### src/rtl/warp_dispatcher.sv
// rtl/warp_dispatcher.sv - kernel FIFO plus one-warp-at-a-time launch/retire sequencer
// Optional run watchdog enabled by defining WARP_WATCHDOG_EN.
package warp_dispatcher_pkg;
  typedef struct packed {
    logic [3:0]  warp_id;
    logic [31:0] start_pc;
    logic [15:0] thread_count;
  } kernel_t;
endpackage

module warp_dispatcher
  import warp_dispatcher_pkg::*;
#(
  parameter int QUEUE_DEPTH    = 4,
  parameter int RST_CYCLES     = 2,
  parameter int TIMEOUT_CYCLES = 1024
) (
  input  logic                         clk,
  input  logic                         rst,
  input  logic                         submit_valid,
  output logic                         submit_ready,
  input  kernel_t                      submit_kernel,
  input  logic                         flush,
  output kernel_t                      core_kernel,
  output logic                         core_rst,
  input  logic                         core_finished,
  input  logic [3:0]                   core_finished_warp_id,
  output logic                         done_valid,
  output logic [3:0]                   done_warp_id,
  output logic                         done_timeout,
  output logic                         busy,
  output logic [$clog2(QUEUE_DEPTH):0] queue_count,
  output logic [15:0]                  warps_retired
);

  localparam int AW = $clog2(QUEUE_DEPTH);
  localparam int CW = AW + 1;
  localparam int RW = $clog2(RST_CYCLES + 1);

  if (QUEUE_DEPTH < 2 || (QUEUE_DEPTH & (QUEUE_DEPTH - 1)) != 0 || RST_CYCLES < 1 ||
      TIMEOUT_CYCLES < 1 || TIMEOUT_CYCLES > 65535) begin : g_bad_params
    $error("warp_dispatcher: illegal parameter set");
  end

  typedef enum logic [1:0] {IDLE, CORE_RST, RUN, RETIRE} state_e;

  state_e        state_q, state_d;
  kernel_t       mem_q [QUEUE_DEPTH];
  logic [AW-1:0] wr_q, wr_d, rd_q, rd_d;
  logic [CW-1:0] cnt_q, cnt_d;
  logic [RW-1:0] rcnt_q, rcnt_d;
  kernel_t       kern_q, kern_d;
  logic          core_rst_q, core_rst_d;
  logic          done_valid_q, done_valid_d;
  logic          done_to_q, done_to_d;
  logic          to_pend_q, to_pend_d;
  logic [3:0]    done_id_q, done_id_d;
  logic [15:0]   retired_q, retired_d;
  logic          full, empty, push, pop, match;
`ifdef WARP_WATCHDOG_EN
  logic [15:0]   wd_q, wd_d;
`endif

  always_comb begin
    full         = (cnt_q == CW'(QUEUE_DEPTH));
    empty        = (cnt_q == '0);
    push         = submit_valid && !full && !flush;
    pop          = (state_q == IDLE) && !empty;
    match        = core_finished && (core_finished_warp_id == kern_q.warp_id);
    state_d      = state_q;
    wr_d         = wr_q;
    rd_d         = rd_q;
    cnt_d        = cnt_q;
    rcnt_d       = rcnt_q;
    kern_d       = kern_q;
    done_valid_d = 1'b0;
    done_id_d    = done_id_q;
    done_to_d    = done_to_q;
    to_pend_d    = to_pend_q;
    retired_d    = retired_q;
`ifdef WARP_WATCHDOG_EN
    wd_d         = wd_q;
`endif
    // flush beats a same-cycle push, but a same-cycle pop still launches its warp
    if (flush) begin
      wr_d  = '0;
      rd_d  = '0;
      cnt_d = '0;
    end else begin
      if (push) wr_d = wr_q + 1'b1;
      if (pop)  rd_d = rd_q + 1'b1;
      cnt_d = cnt_q + CW'(push) - CW'(pop);
    end
    case (state_q)
      IDLE: begin
        if (pop) begin
          kern_d    = mem_q[rd_q];
          to_pend_d = 1'b0;
          if (mem_q[rd_q].thread_count == '0) begin
            state_d = RETIRE;
          end else begin
            state_d = CORE_RST;
            rcnt_d  = '0;
          end
        end
      end
      CORE_RST: begin
        if (rcnt_q == RW'(RST_CYCLES)) begin
          state_d = RUN;
`ifdef WARP_WATCHDOG_EN
          wd_d    = '0;
`endif
        end else begin
          rcnt_d = rcnt_q + 1'b1;
        end
      end
      RUN: begin
        if (match) begin
          state_d = RETIRE;
`ifdef WARP_WATCHDOG_EN
        end else if (wd_q == 16'(TIMEOUT_CYCLES - 1)) begin
          state_d   = RETIRE;
          to_pend_d = 1'b1;
        end else begin
          wd_d = wd_q + 16'd1;
`endif
        end
      end
      RETIRE: begin
        state_d      = IDLE;
        done_valid_d = 1'b1;
        done_id_d    = kern_q.warp_id;
        done_to_d    = to_pend_q;
        retired_d    = retired_q + 16'd1;
      end
      default: state_d = IDLE;
    endcase
    core_rst_d = (state_d != RUN);
  end

  always_ff @(posedge clk) begin
    if (push) mem_q[wr_q] <= submit_kernel;
  end

  always_ff @(posedge clk or negedge rst) begin
    if (!rst) begin
      state_q      <= IDLE;
      wr_q         <= '0;
      rd_q         <= '0;
      cnt_q        <= '0;
      rcnt_q       <= '0;
      kern_q       <= '0;
      core_rst_q   <= 1'b1;
      done_valid_q <= 1'b0;
      done_id_q    <= 4'hF;
      done_to_q    <= 1'b0;
      to_pend_q    <= 1'b0;
      retired_q    <= '0;
`ifdef WARP_WATCHDOG_EN
      wd_q         <= '0;
`endif
    end else begin
      state_q      <= state_d;
      wr_q         <= wr_d;
      rd_q         <= rd_d;
      cnt_q        <= cnt_d;
      rcnt_q       <= rcnt_d;
      kern_q       <= kern_d;
      core_rst_q   <= core_rst_d;
      done_valid_q <= done_valid_d;
      done_id_q    <= done_id_d;
      done_to_q    <= done_to_d;
      to_pend_q    <= to_pend_d;
      retired_q    <= retired_d;
`ifdef WARP_WATCHDOG_EN
      wd_q         <= wd_d;
`endif
    end
  end

  assign submit_ready  = !full;
  assign core_kernel   = kern_q;
  assign core_rst      = core_rst_q;
  assign done_valid    = done_valid_q;
  assign done_warp_id  = done_id_q;
  assign done_timeout  = done_to_q;
  assign busy          = (state_q != IDLE) || !empty;
  assign queue_count   = cnt_q;
  assign warps_retired = retired_q;

endmodule

### config.mk
export PLATFORM = sky130hd
export DESIGN_NAME = warp_dispatcher
export DESIGN_NICKNAME = d
export VERILOG_FILES = /design/src/rtl/warp_dispatcher.sv
export SDC_FILE = /design/constraint.sdc
export NUM_CORES = 1
export LEC_CHECK = 0
export CORE_MARGIN = 2
export CORE_UTILIZATION = 34
export DETAILED_ROUTE_END_ITERATION = 6
export DONT_BUFFER_PORTS = 1
export GPL_ROUTABILITY_DRIVEN = 0
export PLACE_DENSITY_LB_ADDON = 0.15
export SLEW_MARGIN = 20
export SYNTH_ARGS = -nofsm -noshare
export SYNTH_HDL_FRONTEND = slang
export SYNTH_SLANG_ARGS = --single-unit
### constraint.sdc
create_clock -name clk -period 4.4 [get_ports clk]
set_input_delay 0.66 -clock clk [delete_from_list [all_inputs] [get_ports clk]]
set_output_delay 0.66 -clock clk [all_outputs]
set_load 0.02 [all_outputs]
# ---- After elaboration in Yosys (flattened, before gate mapping)
# Memory sizes are Yosys's and may differ from the RTL's.
# Index checks and enable logic that the tools add are counted.
dict set report totals {
  ff_bits 85
  ramBits 208
  out_inout_bits 80
  elab_cells 63
  mem_count 1
}
# memory depth width rd rd_clocked_by_memory_dff write_ports line
set memory_table {}
lappend memory_table {mem_q 4 52 1 0 1 48} ;# kernel_t mem_q [QUEUE_DEPTH];
dict set report op_classes {
  addsub 6
  n_eq_ne 10
  muxes 17
  reduce_logical 17
}
# op n
set ops {}
lappend ops {{2-bit two-way mux} 11}
lappend ops {{16-bit by 1-bit adder with 16-bit output (second input constant)} 1}
lappend ops {{16-bit logical NOT} 1}
lappend ops {{2-bit != test (second input constant)} 4}
lappend ops {{2-bit case mux with 4 select lines} 1}
lappend ops {{2-bit nonzero test} 4}
lappend ops {{2-bit by 1-bit adder with 2-bit output (second input constant)} 3}
lappend ops {{2-bit equality test (second input constant)} 3}
lappend ops {{4-bit equality test} 1}
lappend ops {{1-bit logical AND} 4}
lappend ops {{2-bit case mux with 2 select lines} 1}
lappend ops {{4-bit AND reduction} 1}
lappend ops {{3-bit by 1-bit adder with 3-bit output} 1}
lappend ops {{3-bit equality test (second input constant)} 1}
lappend ops {{1-bit logical NOT} 3}
lappend ops {{3-bit logical NOT} 1}
lappend ops {{1-bit two-way mux} 3}
lappend ops {{3-bit two-way mux} 1}
lappend ops {{3-bit by 1-bit subtractor with 3-bit output} 1}
lappend ops {{2-bit by 1-bit equality test with 1-bit output (second input constant)} 1}
lappend ops {{2-bit logical NOT} 1}
lappend ops {{2-bit AND reduction} 1}
lappend ops {{1-bit logical OR} 1}

# ---- Logic depth before layout (Yosys ltp)
# Gate-level depths: netlist (run 1).
dict set report depth {
  depth_word 7
  mapped_depth 9
}

# ---- Least setup slack after synthesis (run 1)
# No wires, ideal clock.
dict set report synth_path {
  kind {flip-flop to flip-flop}
  from {register cnt_q[1], in the netlist queue_count[1]}
  to {memory mem_q[0][0] in the netlist's numbering (enable)}
  setup_ps 415
  arrival_ps 2489
  slack_ps 1496
  stages_incl_launch_ff 5
  n_path_buf 0
  cell_sequence {dfrtp_1 -> or3b_1 -> nand2_1 -> nor2_1 -> and2_1}
}
dict set report synth_via {
  elab_chain_cells 6
}
# item line
set synth_lines {}
lappend synth_lines {{start: declaration} 50} ;# logic [CW-1:0] cnt_q, cnt_d;
lappend synth_lines {{start signal: assignment} 166} ;# cnt_q <= cnt_d;
lappend synth_lines {{3-bit equality test} 65} ;# full = (cnt_q == CW'(QUEUE_DEPTH));
lappend synth_lines {{1-bit logical NOT} -}
lappend synth_lines {{net submit_ready} 21} ;# output logic submit_ready,
lappend synth_lines {{1-bit logical AND (2 in a row)} 67} ;# push = submit_valid && !full && !flush;
lappend synth_lines {{1-bit two-way mux} 142} ;# if (push) mem_q[wr_q] <= submit_kernel;
lappend synth_lines {{1-bit two-way mux (not written as such)} 142}
lappend synth_lines {{end: declaration} 48}
# The timed path passes the listed nets, and every way through them passes these cells.

# ---- Worst setup path after layout (run 1)
dict set report layout_path {
  from {register cnt_q[1], in the netlist queue_count[1]}
  to {memory mem_q[3][5] in the netlist's numbering (enable)}
}
# The elaborated chain is that of the path after synthesis.

==> results of run 1 <==
-- metal layers --
metal	wire length [um]	vias up
li1	-	2402
met1	9804	2755
met2	11170	156
met3	2033	43
met4	505	0
met5	0	-
-- repair_timing --
item / 4_1_cts / 5_1_grt
setup buffers: 0 / 0
endpoints found under the hold margin: 85 / 0
hold buffers: 1 / 0
-- cells by family after synthesis --
logic type	synth area share [%]
multiplexers	11.25
AO/OA/AOI/OAI	0.5421
other	0.03385
XOR/XNOR	2.055
flip-flops	75.63
buffers and inverters	1.513
AND/OR/NAND/NOR	8.007
adder cells (fa/ha/maj)	0.9712
-- sequential cells by signal, summed over array words and instances, names as in the netlist --
name	count
mem_q	208
core_kernel	52
warps_retired	16
done_warp_id	4
queue_count	3
rcnt_q	2
rd_q	2
state_q	2
wr_q	2
core_rst	1
done_valid	1
-- Yosys cell counts (all sizes together), types with 3 or more instances --
cell type,n
mux2,5
clkbuf,13
nand3,5
nor4,4
nor2b,3
ha,7
a21oi,4
xnor2,18
nand4,8
edfxtp,208
inv,6
and3,3
dfstp,5
dfrtp,80
and2,4
mux4,52
nor2,11
buf,13
nand2,165
xor2,8
nor3,6
-- worst register-to-register path, stage by stage (launching register included) --
cell and delay [ns]:
dfrtp_1 0.56, or3b_1 0.38, nand2_1 0.17, nor2_1 0.40
and2_4 0.80
-- per-stage QoR --
step	worst slack [ns]	hold WS (ns)	area [sq um]	total power [mW]
after floorplan	1.496	0.3644	11080	5.259
after global placement	1.707	0.3688	11550	5.656
after detailed placement	1.642	0.3677	11580	5.718
after CTS	1.627	0.08919	12690	8.466
after global routing	1.492	0.09325	12690	8.777
final	1.673	0.06683	12690	8.310
-- power by group through the flow --
stage | registers, mW | clock network [mW] | logic, mW
after floorplan | 4.02 | 0 | 1.24
after global placement | 4.28 | 0 | 1.38
after detailed placement | 4.29 | 0 | 1.43
after CTS | 4.24 | 2.77 | 1.45
after global routing | 4.29 | 2.88 | 1.60
final | 4.21 | 2.68 | 1.41
-- final cells by class --
type	count	area, sq um	area share, %
clock buffer	51	1006	7.930
clock inverter	9	73.82	0.5819
inverter	6	22.52	0.1775
multi-input combinational	313	2551	20.11
sequential	293	8384	66.09
tap	442	553.0	4.359
timing repair buffer	8	95.09	0.7496
-- final timing paths --
kind | from | to | slack, ns | cells past startpoint
worst min register to register | rcnt_q[0] | rcnt_q[0] | 0.50 | 1
worst max-delay path | queue_count[1] | mem_q[3][5] | 1.67 | 4
max in group asynchronous | rst | core_kernel[24] | 3.94 | 1
worst min-delay path | rst | warps_retired[12] | 0.07 | 1
worst max register to register | queue_count[1] | mem_q[3][5] | 1.67 | 4
min in group clk | flush | queue_count[1] | 0.22 | 1
==> results_dict.tcl, run 1 <==
set metrics [dict create \
    io_buffers 0 \
    required_ns 4.52 \
    fin_crit_sh_pct 61.98 \
    grt_use_met3_pct 5.256 \
    slew_violations 0 \
    vias 5356 \
    cts_tree "built" \
    pwr-share-seq_pct 50.7 \
    grt_pass1_wl_um 35750 \
    start_kind "flip-flop" \
    crit_path_end_kind "flip-flop" \
    grt_pass1_vias 5885 \
    path_class "reg -> reg" \
    synth_edf_count 208 \
    finish.net_count 725 \
    path_buf_inv 0 \
    async_flop_share_pct 29.01 \
    final_common_cell "edfxtp_1" \
    antennaDiodeCount 0 \
    die_x_um 184.5 \
    combPwrFrac_pct 17.0 \
    met1_usage_pct 17.32 \
    synth_area_leaders "edfxtp_1 (56%), dfrtp_1 (18%), mux4_2 (9.6%)" \
    max_freq_ghz 0.3667 \
    netlist.area_leader.share_pct 56.37 \
    finalNonFillerCells 1122 \
    h-tree-depth 2 \
    insertion_delay_ns 0.50 \
    drtIter0Drc 289 \
    power_density_mw_per_mm2 655.1 \
    routed_wl_um 23520 \
    syn_nets 707 \
    fillCellCount 2968 \
    start_util_pct 34.31 \
    hold_viol_final 0 \
    die_h_um 184.5 \
    clkTransAtPathRegs_ns 0.06 \
    path_delay_family "simple AND/OR/NAND/NOR gates" \
    layout-drive-gt1-share_pct 17.50 \
    cp_max_fo 52 \
    cts-root-buf "clkbuf_16" \
    tightestPinTransition_ns 1.013 \
    use_met2_pct 23.13 \
    arrival_ns 2.84 \
    routedWlPerCell_um 20.96 \
    yosys_warnings 0 \
    syn_area_sq_mm 0.01108 \
    post_cts_resized 0 \
    setup_viol_count_final 0 \
    tns_ns 0 \
    pwr-share-clk_pct 32.3 \
    sw_frac_of_total_pct 31.16 \
    drcViolationCount 0 \
    critical-path-max-stage-delay_ns 0.80 \
    hold_class "in -> async" \
    place_inst 1061 \
    skew_ns 0.01006 \
    detail_route.vias_per_cell 4.774 \
    grt_usage_pct 14.11 \
    grt_overflow 0 \
    p_leak_nw 4.567 \
    avgSynthCellArea_sq_um 17.37 \
    relSlewSlack_pct 32.44 \
    synthDistinctLibCells 39 \
    synth_top_area_cell "edfxtp_1" \
    synthFlopType "edfxtp_1" \
    cell_internal_pwr_mw 5.721 \
    max_cap_violations 0 \
    core_sq_mm 0.03229 \
    final_cell_mix "edfxtp_1 (208), nand2_1 (164), dfrtp_1 (78)" \
    dieArea_sq_mm 0.03405 \
    cp_slowest_cell "and2_4" \
    area_growth_pct 14.50 \
    synth_seq_cells 293 \
    layout_min_cycle_time_ns 2.727 \
    dp_hpwl_um 14060 \
    grt_max_degree 86 \
    crit_chain "or3b_1 > nand2_1 > nor2_1 > and2_4" \
    rsz0062_at_grt "no" \
    status "complete, no violations" \
    cts_buffer_depth 3 \
    firstDrtPassIters 6 \
    top_usage_layer "met2" \
    netlist_instances 638 \
    cts_buffers 34 \
    antenna_found_initial 0 \
    netSwitchingPower_mw 2.589 \
    fin_util_pct 39.29 \
    rows 66 \
    seq_area_frac_synth_pct 75.63 \
    ant_nets 0 \
    pin_count 141 \
    ir_worst_vdd_uv 324.8 \
    cts.sinks 293 \
]
(Power assumes the default switching activity.)
==> run 2: changes to the inputs <==
- clock period: 4.4 -> 2.7 ns (I/O delays scaled with it)
==> run 2 against run 1 <==
Compared with the run above:
- worst hold slack got worse by 0.0083 ns
- clock skew increased by 0.0055 ns
- via count increased by 5.1%
- combinational power increased by 90%
- final area increased by 5.6%
- first-iteration DRC count decreased by 0.35%
- routed wire length increased by 1.5%
- sequential power increased by 60%
- largest power group unchanged
==> results_dict.tcl, run 2 (synthesized netlist as in run 1, its figures left out) <==
set metrics [dict create \
    die_x_um 184.5 \
    io_buffers 0 \
    start_kind "flip-flop" \
    grt_max_degree 86 \
    die_h_um 184.5 \
    max_freq_ghz 0.4089 \
    crit_chain "or3_1 > nor3_1 > inv_1" \
    skew_ns 0.01554 \
    largest-register "mem_q" \
    finish.net_count 791 \
    fin_util_pct 41.51 \
    grt_overflow 0 \
    dieArea_sq_mm 0.03405 \
    rsz0062_at_grt "no" \
    cts_buffers 34 \
    hold_path.startpoint "submit_valid" \
    final_common_cell "edfxtp_1" \
    cts_buffer_depth 3 \
    antenna_found_initial 2 \
    fin_crit_sh_pct 90.59 \
    critical-path-max-stage-delay_ns 0.53 \
    total_power_mw 13.69 \
    area_growth_pct 20.96 \
    path_delay_family "simple AND/OR/NAND/NOR gates" \
    required_ns 2.30 \
    reg2reg_to "rcnt_q[0]" \
    arrival_ns 2.04 \
    post_cts_buffers 0 \
    max_cap_violations 0 \
    tightestPinTransition_ns 0.6482 \
    tns_ns 0 \
    cp_max_fo 6 \
    grt_pass1_vias 6237 \
    insertion_delay_ns 0.49 \
    ir_worst_vdd_uv 577.9 \
    detail_route.vias_per_cell 4.728 \
    dp_hpwl_um 14770 \
    vias 5631 \
    pin_count 141 \
    start_util_pct 34.31 \
    core_sq_mm 0.03229 \
    r2r_slack_ns 0.26 \
    grt_pass1_wl_um 37050 \
    grt_usage_pct 14.48 \
    h-tree-depth 2 \
    firstDrtPassIters 4 \
    setup_viol_count_final 0 \
    crit_path_end_kind "output pin" \
    largest_reg_flops 208 \
    ant_nets 0 \
    path_class "reg -> out" \
    relSlewSlack_pct 56.65 \
    hold_viol_final 0 \
    final_area_sq_mm 0.01340 \
    rows 66 \
    rr_worst_depth 4 \
    routed_wl_um 23860 \
    placed_area_sq_mm 0.01178 \
    post_cts_resized 0 \
    cts.sinks 293 \
    clkTransAtPathRegs_ns 0.06 \
    rr_startpoint "rd_q[0]" \
    drtIter0Drc 288 \
    status "complete, no violations" \
    power_density_mw_per_mm2 1021 \
    p_leak_nw 4.867 \
    routedWlPerCell_um 20.04 \
    cts-root-buf "clkbuf_16" \
    cp_slowest_cell "dfrtp_1" \
    hold_depth 2 \
    layout-drive-gt1-share_pct 17.29 \
    drcViolationCount 0 \
    slew_violations 0 \
    final_cell_mix "edfxtp_1 (208), nand2_1 (164), dfrtp_1 (78)" \
    path_buf_inv 1 \
    hold_class "in -> reg" \
    layout_min_cycle_time_ns 2.446 \
    cts_tree "built" \
    hold_end "wr_q[1]" \
]
## run 2: cell types whose count changed in the layout (fill, tap and decap cells not counted)
cell / change
dlygate4sd3_1: +54
bufinv_16: +1
clkinvlp_4: -1
buf_12: +10
clkbuf_1: +1
diode_2: +3
buf_4: +4
clkinv_8: +1
clkinv_1: +1
buf_8: -2
clkbuf_8: -5
clkbuf_16: -1
clkinv_2: +3
## run 2: what timing repair did
item / CTS / global route
endpoints found under the setup margin: 0 / 0
endpoints found under the hold margin: 300 / 0
hold buffers: 55 / 0
## run 2: area by class of cell
cell class	count	area (sq um)
clock inverters	14	131.4
clock buffers	46	915.9
fillers	2913	18890
well taps	442	553.0
flip-flops and latches	293	8384
diodes	3	7.507
inverters	6	22.52
multi-input cells	313	2551
repair buffers	74	835.8
## run 2: per-layer routing
| layer | up-vias | part of all wire, % | global-route usage (%) |
|---|---|---|---|
| met2 | 166 | 47 | 24.05 |
| li1 | 2539 | - | - |
| met3 | 41 | 7.6 | 4.248 |
| met5 | - | 0 | 0 |
| met4 | 0 | 2.0 | 3.904 |
| met1 | 2885 | 43 | 18.56 |
## run 2: where the power goes
part / internal [mW] / switching (mW)
sequential: 5.57 / 1.15
combinational: 1.23 / 1.44
clock: 2.57 / 1.71
## run 2: through the flow
| step | setup slack (ns) | instances | hold slack (ns) |
|---|---|---|---|
| 5_1_grt | 0.1167 | 1190 | 0.04739 |
| 4_1_cts | 0.2189 | 1188 | 0.02970 |
| 3_3_place_gp | 0.3587 | 1073 | 0.1125 |
| 6_report | 0.2542 | 1191 | 0.05851 |
| 2_1_floorplan | 0.3505 | 638 | 0.1094 |
| 3_5_place_dp | 0.2330 | 1073 | 0.1118 |
## run 2: worst max-delay path by stage
stage,start,end,slack (ns),cells past startpoint
5_1_grt,rd_q[0],rcnt_q[0],0.12,4
4_1_cts,rd_q[0],rcnt_q[0],0.22,4
3_5_place_dp,rd_q[0],rcnt_q[0],0.23,4
3_3_place_gp,rd_q[0],state_q[1],0.36,4
2_1_floorplan,queue_count[1],mem_q[0][0],0.35,4
6_report,queue_count[1],busy,0.25,3
==> run 3: changes to the inputs <==
- CORE_ASPECT_RATIO: not set -> 0.7
==> run 3 against run 2 <==
Compared with the run above:
- sequential power hardly changed
- cell count is 1.5% lower
- die area hardly changed
- critical path type unchanged
- largest cell class unchanged
==> results_dict.tcl, run 3 (synthesized netlist as in run 1, its figures left out) <==
set metrics [dict create \
    fin_util_pct 41.25 \
    core_sq_mm 0.03221 \
    skew_ns 0.01219 \
    cts_buffers 31 \
    start_util_pct 34.40 \
    final-seq-area_sq_mm 0.008384 \
    cp_max_fo 5 \
    grt_pass1_wl_um 37400 \
    grt_pass1_vias 6208 \
    path_class "reg -> out" \
    crit_path_end_kind "output pin" \
    detail_route.vias_per_cell 4.799 \
    start_kind "flip-flop" \
    finalNonFillerCells 1173 \
    cts-root-buf "clkbuf_16" \
    hold_class "in -> reg" \
    arrival_ns 2.13 \
    status "complete, no violations" \
    max_cap_violations 0 \
    rsz0062_at_grt "no" \
    crit_chain "buf_4 > or3_1 > nor3_1 > inv_1" \
    fillCellCount 2903 \
    firstDrtPassIters 4 \
    clkTransAtPathRegs_ns 0.06 \
    total_power_mw 13.43 \
    setup_viol_count_final 0 \
    critical-path-max-stage-delay_ns 0.45 \
    insertion_delay_ns 0.56 \
    grt_overflow 0 \
    largest_reg_flops 208 \
    required_ns 2.30 \
    power_density_mw_per_mm2 1011 \
    cts.sinks 293 \
    post_cts_buffers 0 \
    finish.net_count 788 \
    slew_violations 0 \
    relSlewSlack_pct 54.43 \
    h-tree-depth 1 \
    vias 5629 \
    drcViolationCount 0 \
    multi_input_area_sq_mm 0.002549 \
    layout_min_cycle_time_ns 2.537 \
    fin_crit_sh_pct 93.97 \
    tightestPinTransition_ns 0.6836 \
    cts_tree "built" \
    die_h_um 155.0 \
    final_cell_mix "edfxtp_1 (208), nand2_1 (164), dfrtp_1 (78)" \
    drtIter0Drc 257 \
    final_common_cell "edfxtp_1" \
    io_buffers 0 \
    p_leak_nw 4.838 \
    hold_viol_final 0 \
    max_freq_ghz 0.3941 \
    cts_buffer_depth 3 \
    ant_nets 0 \
    dieArea_sq_mm 0.03407 \
    rows 55 \
    routed_wl_um 24050 \
    place_inst 1057 \
    pin_count 141 \
    grt_usage_pct 14.55 \
    tns_ns 0 \
    whs_ns 0.09962 \
    antenna_found_initial 3 \
    die_x_um 219.8 \
    dp_hpwl_um 14190 \
    path_delay_family "simple AND/OR/NAND/NOR gates" \
    area_growth_pct 19.91 \
    routedWlPerCell_um 20.50 \
    grt_max_degree 86 \
    layout-drive-gt1-share_pct 17.20 \
    largest-register "mem_q" \
    path_buf_inv 2 \
    cp_slowest_cell "or3_1" \
    ir_worst_vdd_uv 641.9 \
]
## run 3: where the power goes
part           leakage [nW]  internal (mW)  switching [mW]  total (mW)
clock                 0.486           2.40            1.70        4.10
sequential             2.95           5.57            1.13        6.70
combinational          1.40           1.18            1.45        2.63
## run 3: layer usage
layer	part of all wire, %	track usage (%)
met1	46	20.20
met2	45	22.79
met3	6.5	4.282
met4	2.1	3.068
met5	0.054	0
## run 3: what timing repair did
| item | 4_1_cts | 5_1_grt |
|---|---|---|
| hold endpoints to repair | 300 | 0 |
| hold buffers | 56 | 0 |
| gates resized for setup | 0 | 0 |
| endpoints found under the setup margin | 0 | 0 |
## run 3: path summary, 6_finish.rpt
kind / start / slack [ns] / to / cells past startpoint
worst max-delay path: queue_count[1] / 0.16 / busy / 4
worst max register to register: queue_count[2] / 0.29 / queue_count[2] / 9
worst min-delay path: core_finished / 0.1 / state_q[0] / 2
worst min register to register: rcnt_q[0] / 0.52 / rcnt_q[0] / 1
min in group asynchronous: rst / 0.48 / core_kernel[10] / 2
max in group asynchronous: rst / 1.83 / done_warp_id[1] / 2
## run 3: layout make-up
| type | instances | share of cell area (%) |
|---|---|---|
| Sequential cell | 293 | 63.11 |
| Multi-Input combinational cell | 313 | 19.18 |
| Clock buffer | 54 | 7.242 |
| Timing Repair Buffer | 74 | 6.028 |
| Tap cell | 427 | 4.021 |
| Clock inverter | 4 | 0.2072 |
| Inverter | 6 | 0.1695 |
| Antenna cell | 2 | 0.03767 |
## run 3: worst reg2reg max path, stage by stage (launching register included)
cell	delay, ns
dfrtp_1	0.52
or3b_1	0.52
nand2_1	0.18
nor2_1	0.12
xnor2_1	0.15
ha_1	0.17
inv_1	0.05
fa_1	0.38
xnor2_1	0.16
nor2_1	0.05
## run 3: through the flow
stage,setup slack (ns),area (sq um)
detailed placement,0.2954,11710
floorplan,0.3505,11080
finish,0.1628,13290
CTS,0.09790,13280
global placement,0.3132,11710
global route,0.01089,13280
